--- src/rtl/simd_pkg.sv ---
// simd_pkg: shared definitions for the packed SIMD accumulation sequencer.
//   - lane width encodings (W8 / W16 / W32, 2'b11 reserved)
//   - sequencer state enum
//   - saturation byte constants
//   - helpers mapping a lane width to byte-link, lane-MSB and lane-top-byte
package simd_pkg;

  localparam logic [1:0] W8  = 2'b00;
  localparam logic [1:0] W16 = 2'b01;
  localparam logic [1:0] W32 = 2'b10;
  localparam logic [1:0] WRSV = 2'b11;

  localparam int NUM_LANES = 4;

  // Clamp values: the lane's top byte gets 7F/80, lower bytes FF/00.
  localparam logic [7:0] SAT_POS_MSB = 8'h7F;
  localparam logic [7:0] SAT_NEG_MSB = 8'h80;
  localparam logic [7:0] SAT_POS_LSB = 8'hFF;
  localparam logic [7:0] SAT_NEG_LSB = 8'h00;

  typedef enum logic [1:0] {
    ST_IDLE  = 2'b00,
    ST_ACCUM = 2'b01,
    ST_DONE  = 2'b10
  } state_e;

  // Bit i set: byte i receives the carry out of byte i-1 (same lane).
  function automatic logic [3:0] lane_link(input logic [1:0] width);
    logic [3:0] m;
    case (width)
      W8:      m = 4'b0000;
      W16:     m = 4'b1010;
      W32:     m = 4'b1110;
      default: m = 4'b1110;
    endcase
    return m;
  endfunction

  // Bit i set: byte i holds the sign bit of its lane.
  function automatic logic [3:0] lane_msb(input logic [1:0] width);
    logic [3:0] m;
    case (width)
      W8:      m = 4'b1111;
      W16:     m = 4'b1010;
      W32:     m = 4'b1000;
      default: m = 4'b1000;
    endcase
    return m;
  endfunction

  // Index of the top (sign) byte of the lane containing byte idx.
  function automatic logic [1:0] lane_top(input logic [1:0] width, input logic [1:0] idx);
    logic [1:0] t;
    case (width)
      W8:      t = idx;
      W16:     t = {idx[1], 1'b1};
      W32:     t = 2'd3;
      default: t = 2'd3;
    endcase
    return t;
  endfunction

endpackage

--- src/rtl/simd_lane_add.sv ---
// simd_lane_add: combinational packed signed add of two 32-bit words.
// Carries propagate between bytes only inside a lane; overflow is detected
// per lane at its top byte and, with saturation, the whole lane is clamped
// toward the sign of operand b.
// Ports:
//   i_a     [31:0] accumulator operand
//   i_b     [31:0] incoming operand (its sign picks the clamp direction)
//   i_width [1:0]  lane width encoding
//   i_sat          1 = clamp overflowing lanes, 0 = wrap
//   o_sum   [31:0] packed result
//   o_ovf   [3:0]  overflow flag per lane, placed at the lane's top byte
module simd_lane_add
  import simd_pkg::*;
(
  input  logic [31:0] i_a,
  input  logic [31:0] i_b,
  input  logic [1:0]  i_width,
  input  logic        i_sat,
  output logic [31:0] o_sum,
  output logic [3:0]  o_ovf
);

  logic [3:0] w_link;
  logic [3:0] w_msb;

  assign w_link = lane_link(i_width);
  assign w_msb  = lane_msb(i_width);

  // Byte-sliced add with width-gated carry, then per-lane overflow and clamp.
  always_comb begin
    logic       carry;
    logic       cin;
    logic [8:0] tmp;
    logic [7:0] raw [4];
    logic [3:0] ovf;
    logic [1:0] top;

    carry = 1'b0;
    cin   = 1'b0;
    tmp   = 9'd0;
    ovf   = 4'b0000;
    top   = 2'd0;
    o_sum = 32'h0000_0000;
    for (int i = 0; i < NUM_LANES; i++) begin
      raw[i] = 8'h00;
    end

    for (int i = 0; i < NUM_LANES; i++) begin
      if (w_link[i]) begin
        cin = carry;
      end else begin
        cin = 1'b0;
      end
      tmp    = {1'b0, i_a[i*8 +: 8]} + {1'b0, i_b[i*8 +: 8]} + {8'h00, cin};
      raw[i] = tmp[7:0];
      carry  = tmp[8];
    end

    // Signed overflow: operands agree in sign, result disagrees.
    for (int i = 0; i < NUM_LANES; i++) begin
      if (w_msb[i]) begin
        ovf[i] = (i_a[i*8+7] == i_b[i*8+7]) && (raw[i][7] != i_a[i*8+7]);
      end else begin
        ovf[i] = 1'b0;
      end
    end

    for (int i = 0; i < NUM_LANES; i++) begin
      top = lane_top(i_width, 2'(i));
      if (i_sat && ovf[top]) begin
        if (i_b[{3'b000, top} * 8 + 7]) begin
          raw[i] = (top == 2'(i)) ? SAT_NEG_MSB : SAT_NEG_LSB;
        end else begin
          raw[i] = (top == 2'(i)) ? SAT_POS_MSB : SAT_POS_LSB;
        end
      end else begin
        raw[i] = raw[i];
      end
      o_sum[i*8 +: 8] = raw[i];
    end

    o_ovf = ovf;
  end

endmodule

--- src/rtl/simd_accum_ctrl.sv ---
// simd_accum_ctrl: sequencer running multi-word packed SIMD accumulation jobs.
// A job latches width/saturate/length on an accepted start, accumulates
// exactly cfg_len operand words, then presents the packed result and sticky
// per-lane overflow flags until the consumer takes them.
// Optional feature macro: SIMD_ACC_ABORT_EN adds an `abort` input that
// returns a running job to IDLE and discards its result.
// Ports:
//   clk, rst_n            clock (rising edge), async active-low reset
//   abort                 (SIMD_ACC_ABORT_EN only) drop current job
//   start, cfg_width,
//   cfg_saturate, cfg_len job request and configuration
//   in_valid/in_ready/in_data     operand stream
//   out_valid/out_ready/out_data/out_ovf  result channel
//   busy                  state != IDLE
//   cfg_err               one-cycle pulse on start with reserved width
module simd_accum_ctrl
  import simd_pkg::*;
#(
  parameter int LEN_W = 8
) (
  input  logic             clk,
  input  logic             rst_n,
`ifdef SIMD_ACC_ABORT_EN
  input  logic             abort,
`endif
  input  logic             start,
  input  logic [1:0]       cfg_width,
  input  logic             cfg_saturate,
  input  logic [LEN_W-1:0] cfg_len,
  input  logic             in_valid,
  output logic             in_ready,
  input  logic [31:0]      in_data,
  output logic             out_valid,
  input  logic             out_ready,
  output logic [31:0]      out_data,
  output logic [3:0]       out_ovf,
  output logic             busy,
  output logic             cfg_err
);

  localparam logic [LEN_W-1:0] LEN_ZERO = {LEN_W{1'b0}};
  localparam logic [LEN_W-1:0] LEN_ONE  = {{(LEN_W-1){1'b0}}, 1'b1};

  state_e           r_state;
  logic [1:0]       r_width;
  logic             r_sat;
  logic [LEN_W-1:0] r_cnt;
  logic [31:0]      r_acc;
  logic [3:0]       r_ovf;
  logic             r_in_ready;
  logic             r_out_valid;
  logic             r_busy;
  logic             r_cfg_err;

  logic [31:0]      w_sum;
  logic [3:0]       w_ovf;
  logic             w_abort;
  logic             w_in_hs;

`ifdef SIMD_ACC_ABORT_EN
  assign w_abort = abort;
`else
  assign w_abort = 1'b0;
`endif

  assign w_in_hs = in_valid & r_in_ready;

  simd_lane_add u_lane_add (
    .i_a     (r_acc),
    .i_b     (in_data),
    .i_width (r_width),
    .i_sat   (r_sat),
    .o_sum   (w_sum),
    .o_ovf   (w_ovf)
  );

  // Job sequencer; every output is a register so no input-to-output comb path.
  always_ff @(posedge clk or negedge rst_n) begin
    if (!rst_n) begin
      r_state     <= ST_IDLE;
      r_width     <= W8;
      r_sat       <= 1'b0;
      r_cnt       <= LEN_ZERO;
      r_acc       <= 32'h0000_0000;
      r_ovf       <= 4'b0000;
      r_in_ready  <= 1'b0;
      r_out_valid <= 1'b0;
      r_busy      <= 1'b0;
      r_cfg_err   <= 1'b0;
    end else begin
      r_cfg_err <= 1'b0;
      case (r_state)
        ST_IDLE: begin
          if (start) begin
            if (cfg_width == WRSV) begin
              r_cfg_err <= 1'b1;
            end else begin
              r_width <= cfg_width;
              r_sat   <= cfg_saturate;
              r_cnt   <= cfg_len;
              r_acc   <= 32'h0000_0000;
              r_ovf   <= 4'b0000;
              r_busy  <= 1'b1;
              if (cfg_len == LEN_ZERO) begin
                r_state     <= ST_DONE;
                r_out_valid <= 1'b1;
              end else begin
                r_state    <= ST_ACCUM;
                r_in_ready <= 1'b1;
              end
            end
          end
        end
        ST_ACCUM: begin
          if (w_abort) begin
            r_state    <= ST_IDLE;
            r_in_ready <= 1'b0;
            r_busy     <= 1'b0;
            r_acc      <= 32'h0000_0000;
            r_ovf      <= 4'b0000;
          end else if (w_in_hs) begin
            r_acc <= w_sum;
            r_ovf <= r_ovf | w_ovf;
            r_cnt <= r_cnt - LEN_ONE;
            if (r_cnt == LEN_ONE) begin
              r_state     <= ST_DONE;
              r_in_ready  <= 1'b0;
              r_out_valid <= 1'b1;
            end
          end
        end
        ST_DONE: begin
          if (w_abort) begin
            r_state     <= ST_IDLE;
            r_out_valid <= 1'b0;
            r_busy      <= 1'b0;
            r_acc       <= 32'h0000_0000;
            r_ovf       <= 4'b0000;
          end else if (out_ready) begin
            r_state     <= ST_IDLE;
            r_out_valid <= 1'b0;
            r_busy      <= 1'b0;
          end
        end
        default: begin
          r_state     <= ST_IDLE;
          r_in_ready  <= 1'b0;
          r_out_valid <= 1'b0;
          r_busy      <= 1'b0;
        end
      endcase
    end
  end

  assign in_ready  = r_in_ready;
  assign out_valid = r_out_valid;
  assign out_data  = r_acc;
  assign out_ovf   = r_ovf;
  assign busy      = r_busy;
  assign cfg_err   = r_cfg_err;

endmodule

--- config.mk ---
export PLATFORM = sky130hd
export DESIGN_NAME = simd_accum_ctrl
export DESIGN_NICKNAME = d
export VERILOG_FILES = /design/src/rtl/simd_pkg.sv /design/src/rtl/simd_lane_add.sv /design/src/rtl/simd_accum_ctrl.sv
export SDC_FILE = /design/constraint.sdc
export NUM_CORES = 1
export LEC_CHECK = 0
export ABC_AREA = 1
export BUFFER_PORTS_ARGS = -buffer_cell sky130_fd_sc_hd__buf_2
export CAP_MARGIN = 25
export CORE_MARGIN = 2
export CORE_UTILIZATION = 50
export CTS_BUF_LIST = sky130_fd_sc_hd__clkbuf_4 sky130_fd_sc_hd__clkbuf_8 sky130_fd_sc_hd__clkbuf_16
export DETAILED_ROUTE_END_ITERATION = 7
export GPL_ROUTABILITY_DRIVEN = 0
export MAX_ROUTING_LAYER = met4
export PLACE_DENSITY = 0.74
export SYNTH_ARGS = -nofsm -noshare
export SYNTH_HDL_FRONTEND = slang
export SYNTH_HIERARCHICAL = 1
export SYNTH_SLANG_ARGS = --single-unit
--- constraint.sdc ---
create_clock -name clk -period 11.85 [get_ports clk]
set_clock_uncertainty 0.1 [all_clocks]
set_input_delay 0.5925 -clock clk [delete_from_list [all_inputs] [get_ports clk]]
set_output_delay 0.5925 -clock clk [all_outputs]
set_load 0.01 [all_outputs]
Yosys cells after proc, flatten, opt, wreduce, memory -nomap -nowiden
Cells that the tools add are included.
{"block": "classes", "n_addsub": 11, "magnitude_cmp": 6, "eq_ne": 22, "mux": 76, "n_bitwise": 5, "n_reduce_logical": 20}
{"cell": "$mux W8", "count": 17}
{"cell": "$lt A32 B6 Y1 const B", "count": 3}
{"cell": "$mux W32", "count": 3}
{"cell": "$pmux W32 S2", "count": 1}
{"cell": "$mux W1", "count": 30}
{"cell": "$add A8 B8 Y9", "count": 3}
{"cell": "$add A5 B3 Y6 const B", "count": 3}
{"cell": "$add A9 B1 Y9", "count": 2}
{"cell": "$pmux W4 S2", "count": 2}
{"cell": "$pmux W8 S2", "count": 1}
{"cell": "$bmux W1 S5", "count": 3}
{"cell": "$mux W2", "count": 7}
{"cell": "$ne A2 B2 Y1 const B", "count": 7}
{"cell": "$mux W4", "count": 3}
{"cell": "$reduce_and A6 Y1", "count": 2}
{"cell": "$lt A2 B3 Y1 const B", "count": 3}
{"cell": "$pmux W1 S3", "count": 3}
{"cell": "$add A8 B1 Y8", "count": 1}
{"cell": "$add A8 B8 Y8", "count": 1}
{"cell": "$eq A8 B1 Y1 const B", "count": 1}
{"cell": "$logic_and A1 B1 Y1", "count": 8}
{"cell": "$logic_not A8 Y1", "count": 1}
{"cell": "$reduce_and A4 Y1", "count": 2}
{"cell": "$sub A8 B1 Y8 const B", "count": 1}
{"cell": "16 further kinds", "count": 32}
{"block": "totals", "regBits": 53, "in_bits": 48, "out_inout_bits": 40, "elab_cells": 150}

Depth between registers and ports, before layout
Gate-level depths: netlist (run 1).
{"block": "logic_depth", "word_depth": 17, "ltp_mapped": 34, "mapped_depth_nobuf": 34}

Cells and area by module
Netlist (run 1), hierarchy kept.
{"mod": "simd_accum_ctrl", "instances": 1, "cells_per_inst": 293, "area_per_inst_um2": 2448.6, "seq_area_each_um2": 1326.3}
{"mod": "simd_lane_add", "instances": 1, "cells_per_inst": 296, "area_per_inst_um2": 1858.0, "seq_area_each_um2": 0.0}

Worst setup path after synthesis (run 1)
Ideal clock, no wire load.
{"block": "synth_timing", "kind": "input -> register", "start": "input port in_data[0]", "end": "register r_acc[30] (netlist: out_data[30])", "setup_ps": 117, "arrival_time_ps": 5413, "required_time_ps": 11633, "path_slack_ps": 6220, "cell_stages": 30, "cell_sequence": "ha_1 -> fa_1 -> nand3_1 -> nand2_1 -> nand4_1 -> a21oi_1 -> fa_1 -> fa_1 -> nand4_1 -> nand3_1 -> nand2_1 -> a21boi_0 -> o21a_1 -> fa_1 -> fa_1 -> nand3_1 -> nand2_1 -> nand4_1 -> a31oi_1 -> fa_1 -> fa_1 -> nand3_1 -> nand2_1 -> nand2_1 -> nand2_1 -> a21oi_1 -> xor2_1 -> o21ai_0 -> nand3_1 -> nand2_1"}
{"block": "synth_via", "elab_chain_len": 14}
{"item": "start: declaration", "line_no": "simd_accum_ctrl.sv:32", "text": "input logic [31:0] in_data,"}
{"item": "$add A8 B8 Y9 *", "line_no": "simd_lane_add.sv:54", "text": "tmp = {1'b0, i_a[i*8 +: 8]} + {1'b0, i_b[i*8 +: 8]} + {8'h00, cin};"}
{"item": "$mux W1 *", "line_no": "simd_lane_add.sv:49", "text": "if (w_link[i]) begin"}
{"item": "$add A9 B1 Y9 *", "line_no": "simd_lane_add.sv:54"}
{"item": "$mux W1 *", "line_no": "simd_lane_add.sv:49"}
{"item": "$add A9 B1 Y9 *", "line_no": "simd_lane_add.sv:54"}
{"item": "$mux W1 *", "line_no": "simd_lane_add.sv:49"}
{"item": "$add A8 B1 Y8 *", "line_no": "simd_lane_add.sv:54"}
{"item": "$ne A1 B1 Y1", "line_no": "simd_lane_add.sv:62", "text": "ovf[i] = (i_a[i*8+7] == i_b[i*8+7]) && (raw[i][7] != i_a[i*8+7]);"}
{"item": "$logic_and A1 B1 Y1", "line_no": "simd_lane_add.sv:62"}
{"item": "$mux W1", "line_no": "simd_lane_add.sv:61", "text": "if (w_msb[i]) begin"}
{"item": "$logic_and A1 B1 Y1", "line_no": "simd_lane_add.sv:70", "text": "if (i_sat && ovf[top]) begin"}
{"item": "$mux W8 *", "line_no": "simd_lane_add.sv:70"}
{"item": "via w_sum[30]", "line_no": "simd_accum_ctrl.sv:55", "text": "logic [31:0] w_sum;"}
{"item": "$mux W32 *", "line_no": "simd_accum_ctrl.sv:121", "text": "end else if (w_in_hs) begin"}
{"item": "$pmux W32 S2 *", "line_no": "simd_accum_ctrl.sv:92", "text": "case (r_state)"}
{"item": "end signal: assignment", "line_no": "simd_accum_ctrl.sv:122", "text": "r_acc <= w_sum;"}
{"item": "end: declaration", "line_no": "simd_accum_ctrl.sv:48", "text": "logic [31:0] r_acc;"}
Mark *: on every way through the listed nets, which the timed path passes. The rest lies on a longest branch. The select of a mux whose other input is x is not followed.
A chain may end at the register's enable or synchronous reset.

Final worst setup path (run 1)
{"block": "layout_timing", "start": "register r_acc[0] (netlist: out_data[0])", "end": "register r_acc[30] (netlist: out_data[30])"}
{"block": "layout_via", "elab_chain_len": 14}
{"item": "$add A8 B8 Y9 *", "line_no": "simd_lane_add.sv:54"}
{"item": "$mux W1 *", "line_no": "simd_lane_add.sv:49"}
{"item": "$add A9 B1 Y9 *", "line_no": "simd_lane_add.sv:54"}
{"item": "$mux W1 *", "line_no": "simd_lane_add.sv:49"}
{"item": "$add A9 B1 Y9 *", "line_no": "simd_lane_add.sv:54"}
{"item": "$mux W1 *", "line_no": "simd_lane_add.sv:49"}
{"item": "$add A8 B1 Y8 *", "line_no": "simd_lane_add.sv:54"}
{"item": "$ne A1 B1 Y1", "line_no": "simd_lane_add.sv:62"}
{"item": "$logic_and A1 B1 Y1", "line_no": "simd_lane_add.sv:62"}
{"item": "$mux W1", "line_no": "simd_lane_add.sv:61"}
{"item": "$logic_and A1 B1 Y1", "line_no": "simd_lane_add.sv:70"}
{"item": "$mux W8 *", "line_no": "simd_lane_add.sv:70"}
{"item": "via w_sum[30]", "line_no": "simd_accum_ctrl.sv:55"}
{"item": "$mux W32 *", "line_no": "simd_accum_ctrl.sv:121"}
{"item": "$pmux W32 S2 *", "line_no": "simd_accum_ctrl.sv:92"}
Marks and branches as above.

==> results.md, run 1 <==
- Status: completed
- M1 WL: 4.69 mm
- Fillers: 765
- Compound-cell area share of the yosys netlist: 9.30%
- First-pass GRT wire length: 17.9 mm
- I/O pin count: 88
- Post-synthesis adder-cell area fraction: roughly an eighth
- Setup violators final: 0
- CP max FO: 3
- H-tree depth: 2
- Hold slack: 0.313 ns
- Max IR drop VDD: roughly 0.15 mV
- Drt pass-1 iters: 5
- Port Buffers: 87
- HPWL after DPL: approximately 7.8 mm
- Multi-input logic area: 2710 um^2
- Unrepaired setup endpoints after global routing: no
- Final min period: roughly 6 ns
- Reg area: 1330 um^2
- Leakage: 0.00297 uW
- Max stage delay cell, worst path: fa_1
- Wire length on met3: 653 um
- Max-Cap Viols: 0
- DR vias/cell: roughly 5.4
- R2R Path End: out_data[30]
- CTS clock-pin slew for the worst setup and hold paths: 0.11 ns
- Main combinational cell family by area after synthesis: simple AND/OR/NAND/NOR gates
- Worst hold path class: in -> async
- CTS tree: built
- Maximum clock rate: between 0.15 and 0.2 GHz
- Net count after synthesis: about 670
- Flop pwr share: 26.3%
- Syn_area_per_cell: 7.31 um^2
- Synthesized cell area: approximately 4300 um^2
- Hold Buf Count CTS: 0
- Post-CTS Resized: 0
- Initial antenna violation count: 0
- Commonest non-fill, non-tap cell in the layout: nand2_1
- Layout Nets: about 760
- Critical Setup Path Class: reg -> reg
- Routed WL: 10.5 mm
- R2R Path Start: out_data[0]
- Sw frac: 52.1%
- GRT Residual Overflow: 0
- WP data arrival: 6.03 ns
- Postcts setup bufs: 0
- Synth cell types: 41
- EDFF count, synth: 0
- Seq/Total Area, Yosys: 30.8%
- Worst setup endpoint: out_data[30]
- Post-synth ARST share: 100%
- Sink Count: 53
- PwrDens: roughly 270 nW/um^2
- Reg2Reg Setup Slack: between 5 and 6 ns
- Largest net degree at the start of global routing: 54
- Synth Area in XOR/XNOR: ~4.3%
- Largest stage delay, worst path: approximately 0.45 ns
- ANT cells: 0
- Cells after Synth: roughly 600
- Clock power frac: a little over 8%
- Vias in the first global route: 4007
- Period utilisation layout: 50.0%
- Pint: 641 uW
- Met2 Routed Length: 5.01 mm
- Wire per inst: between 10 and 15 um
- Total Power: roughly 1300 uW
- Most frequent cells in the layout: nand2_1, buf_2, nand3_1, dfrtp_1, inv_1
- Fin Setup TNS: 0 ns
- Top FF cell, synth: dfrtp_1
- Drt initial violations: 242
- Die Span Y: 96.8 um
- Logic pwr share: about two thirds
- GRT Overall Usage: 23.1%
- Clock tree buffer depth: 2
- Initial Util: just over 50%
- Slew margin rel.: between 50% and 60%
- Endpoint type of the worst setup path: flop
- Synth Register Bits: 53
- Crit. Startpoint: out_data[0]
- Mux contribution to synthesized area: 0%
- Simple-gate share of the synthesized area: 37.3%
- Die width: about 97 um
- Clock latency on the worst-skew pair: 0.31 ns
- Slew Limit Fails: 0
- Warnings from Yosys: 6
- Layout cells sized above 1: between 20% and 30%
- Switch Pwr: 697 uW
- Root Driver: clkbuf_8
- Via Count: 4178
- R2R depth: 30
- Hold Fails Final Rpt: 0
- Type of origin of the critical path: flop
- Num rows: 33
- DR top layer: met4
- # DRC: 0
- Die area: 9370 um^2
- Critical Path RT: 11.95 ns
- CTS buffer count: 5
- DRT antenna net count: 0
- Measured slew at the worst slew-check pin: 0.702 ns
- Core Footprint: 8300 um^2
- Layout area overhead: 14.4%
[kinds of logic (layout without fill, tap and decap cells)]
kind of cell	Yosys count	in the layout
AO/OA/AOI/OAI	68	68
XOR/XNOR	21	21
adder cells (fa/ha/maj)	37	37
buffers and inverters	60	143
flip-flops	53	53
AND/OR/NAND/NOR	350	350
[per-stage QoR]
stage | setup WS (ns) | instances | utilization [%] | instance area, um^2
after floorplan | 6.22 | 589 | - | 4310
after global placement | 5.82 | 768 | 57.7 | 4790
after detailed placement | 5.68 | 769 | 58.0 | 4820
after CTS | 5.90 | 776 | 59.1 | 4910
after global routing | 5.54 | 777 | 59.4 | 4930
final | 5.92 | 777 | 59.4 | 4930
[worst max-delay path, delay by kind of cell (launching register included)]
kind / cells / cell delay (ns)
compound gates: 6 / 0.70
xor+xnor: 1 / 0.17
fa+ha+maj: 8 / 3.18
flops: 1 / 0.41
simple gates: 15 / 1.27
[cell type report]
cell class                      count  share of cell area (%)
Clock buffer                        6                    1.68
Clock inverter                      1                   0.152
Inverter                           46                    3.66
Multi-Input combinational cell    476                    55.0
Sequential cell                    53                    26.9
Tap cell                          105                    2.67
Timing Repair Buffer               90                    9.96
[state kept, by name (all words and copies together), names as in the netlist]
name,cells
out_data,32
r_cnt,8
out_ovf,4
r_state,2
r_width,2
busy,1
cfg_err,1
in_ready,1
out_valid,1
r_sat,1
[power by group through the flow]
stage	sequential, uW	clock, uW	combinational (uW)
after floorplan	355	0	660
after global placement	352	0	836
after detailed placement	355	0	858
after CTS	352	114	863
after global routing	367	121	989
final	352	110	875
[synthesized netlist by cell type, types with 5 or more instances]
cell,instances,area (um^2)
ha_1,30,375
xor2_1,17,149
a21oi_1,25,125
o21ai_0,23,115
nand2_2,20,125
dfrtp_1,53,1330
nand4_1,5,31.3
nand2_1,206,773
inv_1,40,150
nor2_1,27,101
nand3_1,68,340
inv_2,5,18.8
nand2_4,6,67.6
fa_1,7,140
clkbuf_1,6,22.5
[worst min-delay path by stage]
stage | endpoint | slack (ns) | cells after the start
after floorplan | busy | 0.20 | 0
after global placement | r_cnt[7] | 0.37 | 2
after detailed placement | r_cnt[7] | 0.37 | 2
after CTS | out_data[0] | 0.33 | 2
after global routing | out_data[0] | 0.37 | 2
final | out_data[20] | 0.31 | 2
[metal layers]
metal	vias up	track usage [%]
met3	19	3.90
met1	1929	29.2
met4	0	7.58
met5	-	-
met2	146	38.0
li1	2084	-
Power figures use the tool's default switching activity.
==> run 2, diff against run 1 <==
==> constraint.sdc (replaced) <==
create_clock -name clk -period 5.9 [get_ports clk]
set_clock_uncertainty 0.1 [all_clocks]
set_input_delay 0.295 -clock clk [delete_from_list [all_inputs] [get_ports clk]]
set_output_delay 0.295 -clock clk [all_outputs]
set_load 0.01 [all_outputs]
==> run 2 against run 1 <==
The run now ends with negative hold slack left. Largest power group unchanged. Sequential power increased by 100%. Flip-flop and latch count did not move. Final cell count up 0.26%. Utilization up 0.66 points. Fmax up 6.5%. Sequential share of layout area fell by 0.30 points.
==> results.md, run 2 (same netlist as run 1, synthesis figures left out) <==
- Status: complete, but fails checks
- Failing checks: negative hold slack
- Most frequent cells in the layout: nand2_1, buf_2, nand3_1, dfrtp_1, inv_1
- DR vias/cell: 5.35
- Wire per inst: around 14 um
- Period utilisation layout: 94.4%
- Post-CTS Resized: 1
- Drt initial violations: roughly 210
- Layout cells sized above 1: between 20% and 30%
- Unrepaired setup endpoints after global routing: no
- Setup violators final: 0
- CTS buffer count: 5
- Initial Util: 51.9%
- Placed cell areas: 4790 um^2
- CP max FO: 3
- Largest net degree at the start of global routing: 54
- Largest register FFs: 32
- CP most frequent cell: nand2_1
- Vias in the first global route: 4088
- WP data arrival: 5.68 ns
- Finished Layout Cells: 779
- Largest stage delay, worst path: 0.41 ns
- Total Power: 2760 uW
- GRT Residual Overflow: 0
- Clock tree buffer depth: 2
- Die Span Y: 96.8 um
- Hold slack: -0.0111 ns
- Num rows: 33
- WP buf/inv: 0
- Critical Path RT: about 6.0 ns
- Max-Cap Viols: 0
- Core Footprint: 8300 um^2
- Worst hold path class: in -> async
- Via Count: 4168
- Measured slew at the worst slew-check pin: 0.728 ns
- DRT antenna net count: 0
- Fin area: 4980 um^2
- PwrDens: 554 nW/um^2
- Slew margin rel.: 51.4%
- CTS tree: built
- GRT Overall Usage: 23.5%
- Dpl ws: -0.00908 ns
- Routed WL: 10.6 mm
- Final worst slack: around 0.33 ns
- Slew Limit Fails: 0
- Type of origin of the critical path: flop
- Leakage: roughly 0.003 uW
- Port Buffers: 87
- Clock latency on the worst-skew pair: approximately 0.32 ns
- Commonest non-fill, non-tap cell in the layout: nand2_1
- Critical Setup Path Class: reg -> reg
- HPWL after DPL: around 8 mm
- Postcts setup bufs: 0
- H-tree depth: 2
- Drt pass-1 iters: 4
- Final min period: 5.57 ns
- Critical path's top delay family: adder cells
- Initial antenna violation count: 1
- Hold Buf Count CTS: 0
- Layout area overhead: 15.7%
- Die width: around 97 um
- First-pass GRT wire length: 18.1 mm
- Hold Fails Final Rpt: 3
- CTS clock-pin slew for the worst setup and hold paths: 0.11 ns
- # DRC: 0
- Maximum clock rate: 0.180 GHz
- Fin Setup TNS: 0 ns
- Endpoint type of the worst setup path: flop
- Layout Nets: ~760
- Placed cells: 768
- Die area: 9370 um^2
- Sink Count: 53
- Max stage delay cell, worst path: dfrtp_1
- Max IR drop VDD: 0.311 mV
- I/O pin count: 88
- Root Driver: clkbuf_8
run 2: cell count changes in the layout (fill, tap and decap cells not counted):
cell        previous run  this run
buf_12                 1         0
clkinvlp_4             1         0
diode_2                0         1
clkbuf_4               0         1
buf_16                 1         2
fa_1                   7         1
bufinv_16              0         1
fa_2                   0         6
run 2: worst register-to-register path: cells and delay by family (launching register included):
kind / cells / cell delay [ns]
adders and majority gates: 8 / 2.84
AOI/OAI and AO/OA: 6 / 0.70
DFF: 1 / 0.41
xor gates and xnor gates: 1 / 0.16
and+or+nand+nor: 15 / 1.26
run 2: area by class of cell:
cell class,count,area [um^2]
Clock inverter,1,30.0
Multi-Input combinational cell,476,2720
Antenna cell,1,2.50
Sequential cell,53,1330
Fill cell,765,3320
Tap cell,105,131
Inverter,46,180
Clock buffer,7,90.1
Timing Repair Buffer,90,498
run 2: final timing paths:
check	from	endpoint	slack [ns]	depth (start not counted)
setup / recovery	out_data[0]	out_data[30]	0.33	30
hold / removal	rst_n	out_data[5]	-0.01	2
setup reg to reg	out_data[0]	out_data[30]	0.33	30
hold reg to reg	r_cnt[7]	r_cnt[7]	0.40	2
max in group asynchronous	rst_n	in_ready	5.20	2
min in group clk	cfg_saturate	r_sat	0.09	3
run 2: metal layers:
layer	wire length, um	global-route usage, %
met5	0	-
met4	161	6.83
met3	661	4.62
met2	5060	39.4
met1	4770	29.0
run 2: through the flow:
stage          utilization [%]  hold WS [ns]
2_1_floorplan                -        -0.101
3_3_place_gp              57.7         0.365
3_5_place_dp              57.7         0.380
4_1_cts                   59.2        0.0308
5_1_grt                   60.0        0.0750
6_report                  60.0       -0.0111
run 2: power breakdown:
part | switching, uW | internal (uW) | total (uW) | leakage (uW)
combinational | 1100 | 675 | 1770 | 0.00222
clock | 131 | 143 | 274 | 0.0000619
sequential | 181 | 530 | 711 | 0.000701
==> run 3, diff against run 2 <==
--- a/config.mk
+++ b/config.mk
@@ -5,7 +5,6 @@
 export SDC_FILE = /design/constraint.sdc
 export NUM_CORES = 1
 export LEC_CHECK = 0
-export ABC_AREA = 1
 export BUFFER_PORTS_ARGS = -buffer_cell sky130_fd_sc_hd__buf_2
 export CAP_MARGIN = 25
 export CORE_MARGIN = 2
==> run 3 against run 2 <==
The run ends with negative hold slack, negative setup slack left. Total power increased by 1.3%. Cell area increased by 5.6%. Die area decreased by 4.1%. Final cell count decreased by 15%. Largest power group unchanged.
==> results.md, run 3 <==
- Status: complete, but fails checks
- Failing checks: negative hold slack, negative setup slack
- CP max FO: 8
- Cell taking the most area after synthesis: dfrtp_1
- Clock latency on the worst-skew pair: 0.32 ns
- Synth cell count leaders: dfrtp_1, nor2_1, a21oi_1
- DR vias/cell: 5.75
- Hold slack: -0.00898 ns
- Wire per inst: 15.8 um
- Unrepaired setup endpoints after global routing: yes
- Critical Path RT: 6.01 ns
- Layout area overhead: 27.6%
- Worst hold path class: in -> async
- Max stage delay cell, worst path: dfrtp_1
- Clock tree buffer depth: 2
- Type of origin of the critical path: flop
- Post-synth ARST share: 100%
- Slew Limit Fails: 0
- Fin area: 5260 um^2
- H-tree depth: 2
- Setup violators final: 33
- Core Footprint: 8090 um^2
- Layout Nets: around 640
- EDFF count, synth: 0
- Largest register FFs: 32
- Die area: 8990 um^2
- Synth Register Bits: 53
- Layout cells sized above 1: 37.9%
- GRT Residual Overflow: 0
- # DRC: 0
- Placed cell areas: approximately 5000 um^2
- WP data arrival: 7.38 ns
- First-pass GRT wire length: 17.1 mm
- Warnings from Yosys: 6
- Sink Count: 53
- Drt initial violations: between 150 and 200
- PwrDens: 531 nW/um^2
- Endpoint type of the worst setup path: flop
- Hold Fails Final Rpt: 14
- Commonest non-fill, non-tap cell in the layout: buf_2
- Port Buffers: 87
- Measured slew at the worst slew-check pin: 0.943 ns
- HPWL after DPL: 7.52 mm
- Largest net degree at the start of global routing: 54
- Vias in the first global route: 3799
- ANT cells: 0
- Period utilisation layout: 123%
- Final worst slack: -1.37 ns
- Max IR drop VDD: 0.212 mV
- Net count after synthesis: 506
- Util after Layout: 65.0%
- CTS buffer count: 5
- CTS tree: built
- Via Count: 3788
- Placed cells: 639
- Num rows: 33
- Synthesized cell area: 4120 um^2
- Seq/Total Area, Yosys: 32.2%
- Root Driver: clkbuf_8
- Synth area leaders: dfrtp_1, ha_1, a22o_1
- Hold Buf Count CTS: 0
- Slew margin rel.: between 30% and 40%
- CTS clock-pin slew for the worst setup and hold paths: 0.10 ns
- Syn_area_per_cell: 9.79 um^2
- Critical Setup Path Class: reg -> reg
- Count leader, synth: dfrtp_1
- I/O pin count: between 80 and 90
- Max-Cap Viols: 0
- Largest stage delay, worst path: approximately 0.43 ns
- Drt pass-1 iters: 4
- Total Power: between 2000 and 3000 uW
- Synth cell types: 64
- Initial Util: approximately half
- Maximum clock rate: 0.138 GHz
- Cells after Synth: 421
- Synth top area share: 32.2%
- Die width: 94.8 um
- Most frequent cells in the layout: buf_2, dfrtp_1, buf_4, nor2_1, a22o_1
- Final min period: 7.27 ns
- Leakage: 0.00266 uW
- Initial antenna violation count: 0
- Routed WL: 10.4 mm
- GRT Overall Usage: around 25%
- Finished Layout Cells: 659
- Die Span Y: about 95 um
- DRT antenna net count: 0
- Top FF cell, synth: dfrtp_1
[run 3: where the power goes]
| group | internal, uW | total [uW] | switching, uW | leakage [uW] |
|---|---|---|---|---|
| Clock | 87.5 | 216 | 128 | 0.0000484 |
| Combinational | 990 | 1900 | 909 | 0.00194 |
| Sequential | 516 | 679 | 163 | 0.000667 |
[run 3: area by class of cell]
class / instances / area, um^2
clock inverters: 2 / 10.0
well taps: 105 / 131
multi-input cells: 337 / 2770
clock buffers: 6 / 76.3
fillers: 678 / 2830
inverters: 13 / 48.8
repair buffers: 143 / 892
flip-flops and latches: 53 / 1330
[run 3: path summary, 6_finish.rpt]
path                                    from           end  slack [ns]  cells after the start
worst max-delay path             out_data[0]  out_data[17]       -1.37                     33
worst min-delay path                   rst_n  out_data[22]      -0.009                      2
worst max register to register   out_data[0]  out_data[17]       -1.37                     33
worst min register to register    out_ovf[0]    out_ovf[0]        0.40                      2
max in group asynchronous              rst_n       cfg_err        5.23                      2
min in group clk                cfg_saturate         r_sat        0.11                      3
[run 3: layer usage]
layer  vias to the layer above  wire (um)  track usage (%)
met1                      1804       4560             30.4
met3                        17        525             3.19
met5                         -          0                -
li1                       1833          -                -
met2                       134       5160             41.4
met4                         0        201             8.09
[run 3: cell families after synthesis]
group           count (synthesis)  share of synthesized area, %
compound gates                154                          27.0
simple gates                   98                          11.7
flops                          53                          32.2
fa+ha+maj                      37                          12.5
buf+inv                        31                          4.28
mux                            27                          7.83
xor+xnor                       21                          4.46
[run 3: worst max-delay path: cells and delay by family (launching register included)]
family | cells | cell delay (ns)
muxes | 1 | 0.33
buffers and inverters | 1 | 0.15
AOI/OAI and AO/OA | 21 | 3.65
and+or+nand+nor | 3 | 0.18
adders and majority gates | 7 | 2.30
DFF | 1 | 0.43
[run 3: timing repair]
| item | CTS | global route |
|---|---|---|
| gates resized for setup | 8 | 10 |
| pin swaps | 3 | 2 |
| setup endpoints to repair | 33 | 33 |
| setup buffers | 8 | 6 |
[run 3: stage by stage]
stage	setup TNS, ns	worst slack (ns)	hold WS, ns
2_1_floorplan	-33.27	-1.23	-0.101
6_report	-40.33	-1.37	-0.00898
3_3_place_gp	-36.85	-1.26	0.356
5_1_grt	-49.15	-1.62	0.0879
3_5_place_dp	-40.41	-1.37	0.381
4_1_cts	-37.83	-1.27	0.0345
